## src/rtl/mem_arb_pkg.sv

```systemverilog
// Shared types for the fetch/data memory arbiter.
// Holds FSM states, requester ids and default widths.
package mem_arb_pkg;

  localparam int ADDR_W_DEF = 32;
  localparam int DATA_W_DEF = 32;
  localparam int STARVE_DEF = 4;

  typedef enum logic [1:0] {
    IDLE,
    REQ,
    WAIT
  } state_e;

  typedef enum logic {
    OWN_IF,
    OWN_D
  } owner_e;

endpackage

```

## src/rtl/mem_arb_sel.sv

```systemverilog
// Winner selection between fetch and data requesters.
// Ports: clk, rst_n, arb_en_i (arbitration cycle), if_valid_i,
//   d_valid_i -> gnt_o (someone wins), win_o (winner id).
// With MEM_ARB_FAIRNESS_EN a starvation counter forces a fetch
// grant after STARVE_LIMIT data grants made while fetch waited.
module mem_arb_sel
  import mem_arb_pkg::*;
#(
  parameter int STARVE_LIMIT = STARVE_DEF
) (
  input  logic   clk,
  input  logic   rst_n,
  input  logic   arb_en_i,
  input  logic   if_valid_i,
  input  logic   d_valid_i,
  output logic   gnt_o,
  output owner_e win_o
);

  assign gnt_o = arb_en_i & (if_valid_i | d_valid_i);

`ifdef MEM_ARB_FAIRNESS_EN
  localparam int CW =
    (STARVE_LIMIT < 1) ? 1 : $clog2(STARVE_LIMIT + 1);

  logic [CW-1:0] cnt_q, cnt_d;
  logic          starve;

  // Never exceeds the limit: at the limit with fetch waiting,
  // fetch wins and the count clears.
  assign starve = if_valid_i &&
                  (cnt_q == CW'(STARVE_LIMIT));

  always_comb begin
    win_o = OWN_IF;
    if (d_valid_i && !starve) begin
      win_o = OWN_D;
    end
  end

  always_comb begin
    cnt_d = cnt_q;
    if (gnt_o) begin
      if (win_o == OWN_IF) begin
        cnt_d = '0;
      end else if (if_valid_i) begin
        cnt_d = cnt_q + 1'b1;
      end
    end
  end

  always_ff @(posedge clk or negedge rst_n) begin
    if (!rst_n) begin
      cnt_q <= '0;
    end else begin
      cnt_q <= cnt_d;
    end
  end
`else
  localparam int unused_lim = STARVE_LIMIT;
  logic unused_sel;

  assign unused_sel = ^{clk, rst_n};
  assign win_o      = d_valid_i ? OWN_D : OWN_IF;
`endif

endmodule

```

## src/rtl/mem_arbiter.sv

```systemverilog
// Two-requester (fetch/data) arbiter onto one memory port,
// one outstanding transaction. Ports: clk, rst_n, if_req_*,
// if_rsp_*, d_req_*, d_rsp_*, mem_req_*, mem_rsp_*.
// Optional macro MEM_ARB_FAIRNESS_EN enables fetch anti-starvation.
module mem_arbiter
  import mem_arb_pkg::*;
#(
  parameter int ADDR_W       = ADDR_W_DEF,
  parameter int DATA_W       = DATA_W_DEF,
  parameter int STARVE_LIMIT = STARVE_DEF
) (
  input  logic                clk,
  input  logic                rst_n,
  input  logic                if_req_valid,
  output logic                if_req_ready,
  input  logic [ADDR_W-1:0]   if_addr,
  output logic                if_rsp_valid,
  output logic [DATA_W-1:0]   if_rdata,
  input  logic                d_req_valid,
  output logic                d_req_ready,
  input  logic [ADDR_W-1:0]   d_addr,
  input  logic                d_we,
  input  logic [DATA_W-1:0]   d_wdata,
  input  logic [DATA_W/8-1:0] d_wstrb,
  output logic                d_rsp_valid,
  output logic [DATA_W-1:0]   d_rdata,
  output logic                mem_req_valid,
  input  logic                mem_req_ready,
  output logic [ADDR_W-1:0]   mem_addr,
  output logic                mem_we,
  output logic [DATA_W-1:0]   mem_wdata,
  output logic [DATA_W/8-1:0] mem_wstrb,
  input  logic                mem_rsp_valid,
  input  logic [DATA_W-1:0]   mem_rdata
);

  localparam int SW = DATA_W / 8;

  state_e          state_q, state_d;
  owner_e          own_q, own_d;
  owner_e          win;
  logic            gnt;
  logic            arb_en;
  logic [ADDR_W-1:0] addr_q, addr_d;
  logic            we_q, we_d;
  logic [DATA_W-1:0] wdata_q, wdata_d;
  logic [SW-1:0]   wstrb_q, wstrb_d;

  // Gate with rst_n so no ready leaks out while reset is held.
  assign arb_en = rst_n && (state_q == IDLE);

  mem_arb_sel #(
    .STARVE_LIMIT(STARVE_LIMIT)
  ) u_sel (
    .clk       (clk),
    .rst_n     (rst_n),
    .arb_en_i  (arb_en),
    .if_valid_i(if_req_valid),
    .d_valid_i (d_req_valid),
    .gnt_o     (gnt),
    .win_o     (win)
  );

  always_comb begin
    state_d       = state_q;
    own_d         = own_q;
    addr_d        = addr_q;
    we_d          = we_q;
    wdata_d       = wdata_q;
    wstrb_d       = wstrb_q;
    if_req_ready  = 1'b0;
    d_req_ready   = 1'b0;
    if_rsp_valid  = 1'b0;
    d_rsp_valid   = 1'b0;
    mem_req_valid = 1'b0;
    unique case (state_q)
      IDLE: begin
        if (gnt) begin
          state_d = REQ;
          own_d   = win;
          if (win == OWN_D) begin
            d_req_ready = 1'b1;
            addr_d      = d_addr;
            we_d        = d_we;
            wdata_d     = d_wdata;
            wstrb_d     = d_wstrb;
          end else begin
            if_req_ready = 1'b1;
            addr_d       = if_addr;
            we_d         = 1'b0;
            wdata_d      = '0;
            wstrb_d      = '0;
          end
        end
      end
      REQ: begin
        mem_req_valid = 1'b1;
        if (mem_req_ready) begin
          state_d = WAIT;
        end
      end
      WAIT: begin
        if (mem_rsp_valid) begin
          state_d = IDLE;
          if (own_q == OWN_D) begin
            d_rsp_valid = 1'b1;
          end else begin
            if_rsp_valid = 1'b1;
          end
        end
      end
      default: begin
        state_d = IDLE;
      end
    endcase
  end

  always_ff @(posedge clk or negedge rst_n) begin
    if (!rst_n) begin
      state_q <= IDLE;
      own_q   <= OWN_IF;
      addr_q  <= '0;
      we_q    <= 1'b0;
      wdata_q <= '0;
      wstrb_q <= '0;
    end else begin
      state_q <= state_d;
      own_q   <= own_d;
      addr_q  <= addr_d;
      we_q    <= we_d;
      wdata_q <= wdata_d;
      wstrb_q <= wstrb_d;
    end
  end

  assign mem_addr  = addr_q;
  assign mem_we    = we_q;
  assign mem_wdata = wdata_q;
  assign mem_wstrb = wstrb_q;
  assign if_rdata  = mem_rdata;
  assign d_rdata   = mem_rdata;

endmodule
```

## config.mk

```make
export PLATFORM = sky130hd
export DESIGN_NAME = mem_arbiter
export DESIGN_NICKNAME = d
export VERILOG_FILES = /design/src/rtl/mem_arb_pkg.sv /design/src/rtl/mem_arb_sel.sv /design/src/rtl/mem_arbiter.sv
export SDC_FILE = /design/constraint.sdc
export NUM_CORES = 1
export LEC_CHECK = 0
export BUFFER_PORTS_ARGS = -buffer_cell sky130_fd_sc_hd__buf_2
export CAP_MARGIN = 25
export CORE_AREA = 3 3 105 107
export DETAILED_ROUTE_END_ITERATION = 10
export DIE_AREA = 0 0 108 110
export PLACE_DENSITY = 0.73
export SETUP_SLACK_MARGIN = 0.5
export SKIP_LAST_GASP = 1
export SYNTH_ARGS = -nofsm -noshare
export SYNTH_HDL_FRONTEND = slang
export SYNTH_SLANG_ARGS = --single-unit
```

## constraint.sdc

```tcl
create_clock -name clk -period 1.9 [get_ports clk]
set_input_delay 0.38 -clock clk [delete_from_list [all_inputs] [get_ports clk]]
set_output_delay 0.38 -clock clk [all_outputs]
set_load 0.1 [all_outputs]
```

* Word-level counts from Yosys, hierarchy flattened *
Index checks and enable logic that the tools add are counted.

storage, ports and cells
  memories = 0
  word-level logic and storage cells = 39
  register bits = 72
  bits in read-only memories = 0
  bits in latches = 0
  RAM bits = 0
  bits of input ports = 139

cells by class
  shift-type cells = 0
  multipliers = 0
  $add $sub $neg = 0
  equality and inequality tests = 5
  divide/modulo/power cells = 0
  bitwise gates (word level) = 2
  order comparisons = 0
  mux-type cells = 22
  reduce and logical (&&, ||, !) cells = 4

operator list
  cell                count
  $mux 32             2
  $mux 1              15
  $mux 2              3
  $ne 2x2->1 const B  3
  $pmux 2 s3          1
  $mux 4              1
  $reduce_and 3->1    1
  $eq 2x1->1 const B  1
  $eq 2x2->1 const B  1
  $logic_not 2->1     1
  $reduce_and 2->1    1
  $and 1x1->1         1
  $logic_and 1x1->1   1
  $or 1x1->1          1

* Logic depth before layout (Yosys ltp) *
Gate-level depths: netlist (run 1).

  depth after elaboration = 5
  gate-level depth with buffers = 5
  depth with buffers taken out = 3

* Cells and area by module *
Synthesis (run 1) repeated with hierarchy kept, for this count alone.

unflattened totals
  cells, all modules = 342
  area total of the unflattened synthesis = 4167.7 um^2

by module, submodules not included
  module       instances  cells an instance  area each (um^2)
  mem_arbiter  1          340                4152.7
  mem_arb_sel  1          2                  15.0

* Worst setup path after synthesis (run 1) *
Ideal clock, no wire load.

  path type = register to output
  from = reg state_q[1]
  to = out if_req_ready
  slack = -0.738 ns
  stages on the path, launching flop included = 5
  path buffers = 1
  data arrival time = 2.258 ns
  cell sequence = dfrtp_1 nor3b_2 o21ai_1 clkbuf_1 nor2_1

between the ends
  word-level cells in the longest chain between the ends = 5

ends and longest elaborated chain
  what                      RTL line                              RTL
  start: declaration        mem_arbiter.sv:39                     state_e state_q, state_d;
  start signal: assignment  mem_arbiter.sv:127                    state_q <= state_d;
  $logic_not 2->1 *         mem_arbiter.sv:50, mem_arbiter.sv:76
  $logic_and 1x1->1         mem_arbiter.sv:50                     assign arb_en = rst_n && (state_q == IDLE);
  $and 1x1->1               mem_arb_sel.sv:20                     assign gnt_o = arb_en_i & (if_valid_i | d_valid_i);
  $mux 1                    mem_arbiter.sv:78                     if (gnt) begin
  $mux 1 *                  mem_arbiter.sv:76                     unique case (state_q)
  end: declaration          mem_arbiter.sv:15                     output logic if_req_ready,

Every way passes the cells marked *; elsewhere a longest branch is shown, timed or not.

* Worst setup path in the final report (run 1) *
  from = reg state_q[0]
  to = out if_req_ready

Same word-level chain as after synthesis.

==> impl_results.md, run 1 <==
* Status: complete, no violations
* #FFs+latches synth at around 70
* Grt total ovfl at 0
* Arr. time, crit path at 1420 ps
* Pin count of the biggest net entering global routing at 71
* CP startpoint kind: register
* Final Hold Viols at 0
* Tcrit/Tclk final at 94.9%
* Final setup viols at 0
* Relative slew slack at 35.0%
* Final setup skew at 6.34 ps
* Via/cell ratio at 5.26
* Drt wl/cell at 21.0 microns
* # clock sinks at 72
* # diodes at 0
* Max cap viols at 0
* Final min period at 1800 ps
* H-tree depth at 3
* CTS tree: yes
* DIE HEIGHT at 110 microns
* Skew-Pair Late Insertion Delay at roughly 350 ps
* Clock slew at reported path FFs at ~70 ps
* Starting DRT DRC Count at 168
* Ys Warns at 0
* Initial antenna violation count at 1
* Total number of vias at 3106
* Worst-Margin Slew at 975 ps
* Hold Path Class: input pin to register
* Crit end category: output pin
* First-pass GRT wire length at 16900 microns
* Cts bufs inserted at 9
* Post-route DRC at 0
* Slowest cell on crit path: dfrtp_2
* Unrepaired setup endpoints after global routing: yes
* DP HPWL at a little over 8000 microns
* GPL Wtd Cong at 0.718
* Setup CP Type: register to output pin
* Io pins at 277
* Clock buffer depth at 2
* Worst stage delay on the critical path at 460 ps
* GRT Overall Usage at between 10% and 20%
* Worst Path Max Fanout at 6
* Max Clock Freq at roughly 550 MHz
* Critical Path RT at 1520 ps
* Final setup TNS at 0 ps
* Yosys cell types at 21
* IO Port Bufs at 180
* Commonest cells after routing, fill and taps aside: buf_2, dfrtp_1, buf_6
* Drt total wl at 12400 microns
* Die Wd at 108 microns
* Share of cells above drive strength 1 at around 64%
* Cell Chain, Critical Path: nor3b_4, o21ai_4, nor2_4, buf_12
* Core Region at 0.0102 sq mm
* Root buf cell: clkbuf_8
* Cell Area, Synth at 0.00361 sq mm
* Layout Nets at ~600
* Most common cell after layout, fill and taps aside: buf_2
* Min Hold Slack at approximately 250 ps
* DRT antenna net count at 0
* Vias in the first global route at around 3200
* Max-slew violation count at 0
* Initial Util at 35.3%
* Avg Inst Size Synth at between 10 and 15 sq um
* DR pass1 iterations at 4
* Seq/Total Area, Yosys at 49.9%
* Area growth syn-to-layout at 56.3%
* Synthesized Nets at 452
* Gate Count Post-Synth at 313
* # rows at 37
* Die area at approximately 0.012 sq mm
## flip-flops by register name, summed over array words and instances, names as in the netlist
signal and count:
mem_wstrb 4, mem_wdata 32, state_q 2, own_q 1
mem_addr 32, mem_we 1
## worst paths after layout
| check | startpoint | to | slack [ps] | cells after the start |
|---|---|---|---|---|
| max | state_q[0]$_DFFE_PN0P_ | if_req_ready | 100 | 4 |
| min | mem_req_ready | state_q[0]$_DFFE_PN0P_ | 250 | 2 |
| max reg2reg | state_q[1]$_DFFE_PN0P_ | mem_addr[4]$_DFFE_PN0P_ | 180 | 6 |
| min reg2reg | mem_wdata[17]$_DFFE_PN0P_ | mem_wdata[17]$_DFFE_PN0P_ | 530 | 1 |
| max in group asynchronous | rst_n | mem_addr[29]$_DFFE_PN0P_ | 980 | 2 |
| min in group asynchronous | rst_n | mem_wdata[27]$_DFFE_PN0P_ | 280 | 2 |
## per-stage QoR
step / area, sq um / std cells / setup WS [ps] / utilization, %
final: 5640 / 590 / 96.1 / 55.1
after global placement: 4240 / 550 / 246 / 41.4
after floorplan: 3660 / 313 / 35.7 / -
after global routing: 5640 / 590 / 21.4 / 55.1
after CTS: 5070 / 573 / 49.9 / 49.5
after detailed placement: 4240 / 550 / 202 / 41.4
## synthesized netlist by cell type
cell type	count	area share (%)
dfrtp_1	72	50
buf_2	11	1.5
nor3b_2	1	0.35
inv_1	3	0.31
a22oi_2	20	6.9
nand2_1	33	3.4
nand2b_1	1	0.17
a22oi_1	12	2.5
a21o_1	1	0.21
a22o_1	38	9.2
clkbuf_1	10	1.0
nor2b_1	2	0.35
nor2_1	3	0.31
o21ai_1	1	0.14
buf_4	64	13
or3b_1	1	0.24
and3_1	1	0.17
buf_6	4	1.2
and4bb_2	2	0.69
o21ai_0	1	0.14
a32oi_1	32	7.8
## worst max-delay path: cells and delay by family, from the launching register on
kind | cells | cell delay, ps
AO/OA/AOI/OAI | 1 | 100
buffers and inverters | 1 | 180
flip-flops | 1 | 460
AND/OR/NAND/NOR | 2 | 340
## layer usage
metal / GRT usage (%) / vias up / share of wire [%]
li1: - / 1377 / -
met1: 20.8 / 1492 / 35
met2: 32.5 / 207 / 52
met3: 7.34 / 28 / 9.6
met4: 6.85 / 2 / 2.9
met5: 0 / - / 0.16
## layout make-up
| cell class | instances | area [sq um] |
|---|---|---|
| fillers | 837 | 4590 |
| inverters | 3 | 15.0 |
| flip-flops and latches | 72 | 1820 |
| clock inverters | 4 | 51.3 |
| clock buffers | 12 | 165 |
| multi-input cells | 149 | 1290 |
| repair buffers | 214 | 2120 |
| well taps | 136 | 170 |
## timing repair
action | in CTS | in global routing
resized for setup | 162 | 94
endpoints found under the setup margin | 144 | 117
endpoints found under the hold margin | 2 | 0
buffers inserted | 5 | 11
gates cloned | 1 | 6
pin swaps | 3 | 35
hold buffers | 1 | 0
## cell families (layout without fill, tap and decap cells)
kind of cell / Yosys count / count (layout) / synth area share, %
buf+inv: 92 / 233 / 17.4
compound gates: 105 / 105 / 26.9
flops: 72 / 72 / 49.9
simple gates: 44 / 44 / 5.72
Power of run 1 is not shown: default switching activity piles up to over one toggle a cycle in this logic, so the estimate is an artifact.
==> run 2, diff against run 1 <==
--- a/config.mk
+++ b/config.mk
@@ -7,12 +7,13 @@
 export LEC_CHECK = 0
 export BUFFER_PORTS_ARGS = -buffer_cell sky130_fd_sc_hd__buf_2
 export CAP_MARGIN = 25
-export CORE_AREA = 3 3 105 107
+export CORE_AREA = 3 3 106 108
 export DETAILED_ROUTE_END_ITERATION = 10
-export DIE_AREA = 0 0 108 110
-export PLACE_DENSITY = 0.73
+export DIE_AREA = 0 0 109 111
+export PLACE_DENSITY = 0.78
 export SETUP_SLACK_MARGIN = 0.5
 export SKIP_LAST_GASP = 1
 export SYNTH_ARGS = -nofsm -noshare
 export SYNTH_HDL_FRONTEND = slang
+export SYNTH_HIERARCHICAL = 1
 export SYNTH_SLANG_ARGS = --single-unit
==> impl_results.md, run 2 <==
* Max-slew violation count at 0
* First-pass GRT wire length at 16100 microns
* Clock buffer depth at 2
* DIE HEIGHT at 111 microns
* CP endpoint: if_req_ready
* Leading post-synthesis cells by cell area: dfrtp_1, mux2_4, buf_4, mux2i_1, inv_1
* Worst Setup SP: state_q[1]$_DFFE_PN0P_
* Pin count of the biggest net entering global routing at 73
* Buf/Inv on CP at 2
* Setup CP Type: register to output pin
* FF-to-FF Start: state_q[1]$_DFFE_PN0P_
* Max Clock Freq at between 400 and 500 MHz
* Avg Inst Size Synth at approximately 12 sq um
* Gate Count Post-Synth at 342
* Post-synth EDFFs at 0
* Synth Flop Type: dfrtp_1
* Worst stage delay on the critical path at 390 ps
* # clock sinks at 72
* Worst-Margin Slew at about 930 ps
* Vias in the first global route at 3207
* Final Hold Viols at 0
* Synth top area share at 43.2%
* Count leader, synth: dfrtp_1
* Min-delay src: mem_req_ready
* Synthesized Nets at 481
* Final setup skew at 5.07 ps
* Min Hold Slack at 264 ps
* CTS tree: yes
* Worst Path Max Fanout at 2
* Unrepaired setup endpoints after global routing: yes
* Tcrit/Tclk final at 112%
* DRT antenna net count at 0
* Slowest cell on crit path: dfrtp_1
* Drt total wl at 11000 microns
* DP HPWL at 6980 microns
* Relative slew slack at a little under two fifths
* Seq/Total Area, Yosys at 43.2%
* # rows at 37
* Clock slew at reported path FFs at 70 ps
* Drt wl/cell at 17.5 microns
* Grt total ovfl at 0
* Layout Nets at 627
* Cell Chain, Critical Path: nor3b_2, o21a_1, nor3b_4, buf_6, nor2b_4, buf_12
* Share of cells above drive strength 1 at 62.5%
* DR pass1 iterations at 4
* Core Region at between 0.01 and 0.015 sq mm
* Cts bufs inserted at 9
* FF-to-FF path depth at 11
* Critical path's top delay family: simple AND/OR/NAND/NOR gates
* Critical Path RT at 1520 ps
* Die Wd at 109 microns
* Initial Util at 40.4%
* Via/cell ratio at 4.59
* FF-to-FF setup slack at -180 ps
* Placed Area at ~0.0048 sq mm
* Most common cell after layout, fill and taps aside: buf_2
* Design area at 0.00595 sq mm
* Top cells by count, synth: dfrtp_1, buf_4, mux2_4, inv_1, nand2_1
* Commonest cells after routing, fill and taps aside: buf_2, buf_6, dfrtp_1
* Pre-CTS WS at 43.5 ps
* Area growth syn-to-layout at 42.8%
* Ys Warns at 6
* H-tree depth at 3
* Skew-Pair Late Insertion Delay at 340 ps
* Crit end category: output pin
* Final worst slack at -220 ps
* Initial antenna violation count at 2
* GRT Overall Usage at around 17%
* Failing checks: setup timing
* Post-route DRC at 0
* Starting DRT DRC Count at between 100 and 150
* GPL Wtd Cong at approximately 0.71
* Max cap viols at 0
* IO Port Bufs at between 150 and 200
* Final min period at 2120 ps
* CP startpoint kind: register
* Area leader, netlist: dfrtp_1
* Status: complete, but fails checks
* Arr. time, crit path at 1740 ps
* Core Util, Final at 57.6%
* Final setup viols at 44
* Io pins at 277
* Yosys cell types at 17
* Fraction of registers with async set/reset at 100%
* Root buf cell: clkbuf_8
* Cell Area, Synth at 0.00417 sq mm
* Total number of vias at 2891
* Hold Path Class: input pin to register
* WP depth at 6
* FF-to-FF End: mem_addr[1]$_DFFE_PN0P_
* #FFs+latches synth at 72
* Fill cell count at 815
* Die area at 0.0121 sq mm
run 2: changes by cell type in the layout (fill, tap and decap cells not counted), moves of 23 or more:
cell	change
buf_12	-23
mux2_4	+59
a32oi_1	-32
a22o_1	-38
mux2i_1	+33
inv_1	+36
buf_6	+32
a22oi_2	-32
run 2: area by class of cell:
type                    instances  area, sq um  area share, %
inverters                      38          143           2.40
clock inverters                 3         40.0          0.673
flip-flops and latches         72         1800           30.3
repair buffers                216         2010           33.8
well taps                     136          170           2.86
diodes                          1         2.50         0.0421
clock buffers                  13          159           2.67
multi-input cells             151         1620           27.2
run 2: cell families after synthesis:
logic type,share of synthesized area (%)
and+or+nand+nor,4.83
muxes,31.5
buffers and inverters,19.9
AOI/OAI and AO/OA,0.540
DFF,43.2
run 2: stage by stage:
| step | instances | setup TNS (ps) |
|---|---|---|
| 3_3_place_gp | 589 | 0 |
| 5_1_grt | 630 | -9440 |
| 6_report | 630 | -3980 |
| 4_1_cts | 623 | -1790 |
| 2_1_floorplan | 342 | -464 |
| 3_5_place_dp | 589 | 0 |
run 2: worst min path at each step:
stage                               end  slack [ps]  cells past startpoint
3_5_place_dp   mem_addr[14]$_DFFE_PN0P_         490                      1
6_report         state_q[1]$_DFFE_PN0P_         260                      2
4_1_cts          state_q[1]$_DFFE_PN0P_         250                      2
3_3_place_gp    mem_addr[4]$_DFFE_PN0P_         490                      1
2_1_floorplan   mem_addr[0]$_DFFE_PN0P_          80                      0
5_1_grt          state_q[1]$_DFFE_PN0P_         250                      2
run 2: layer usage:
layer | global-route usage [%] | wire length [microns]
met1 | 18.3 | 3960
met3 | 6.17 | 846
met5 | 0 | 20
met2 | 30.3 | 5900
met4 | 6.14 | 286
run 2: timing repair:
item	4_1_cts	5_1_grt
pin swaps	2	1
setup buffers	12	5
hold buffers	0	0
gates resized for setup	119	69
hold endpoints to repair	0	0
setup endpoints to repair	145	124
gates cloned	6	1
Power of run 2 is left out for the same reason.
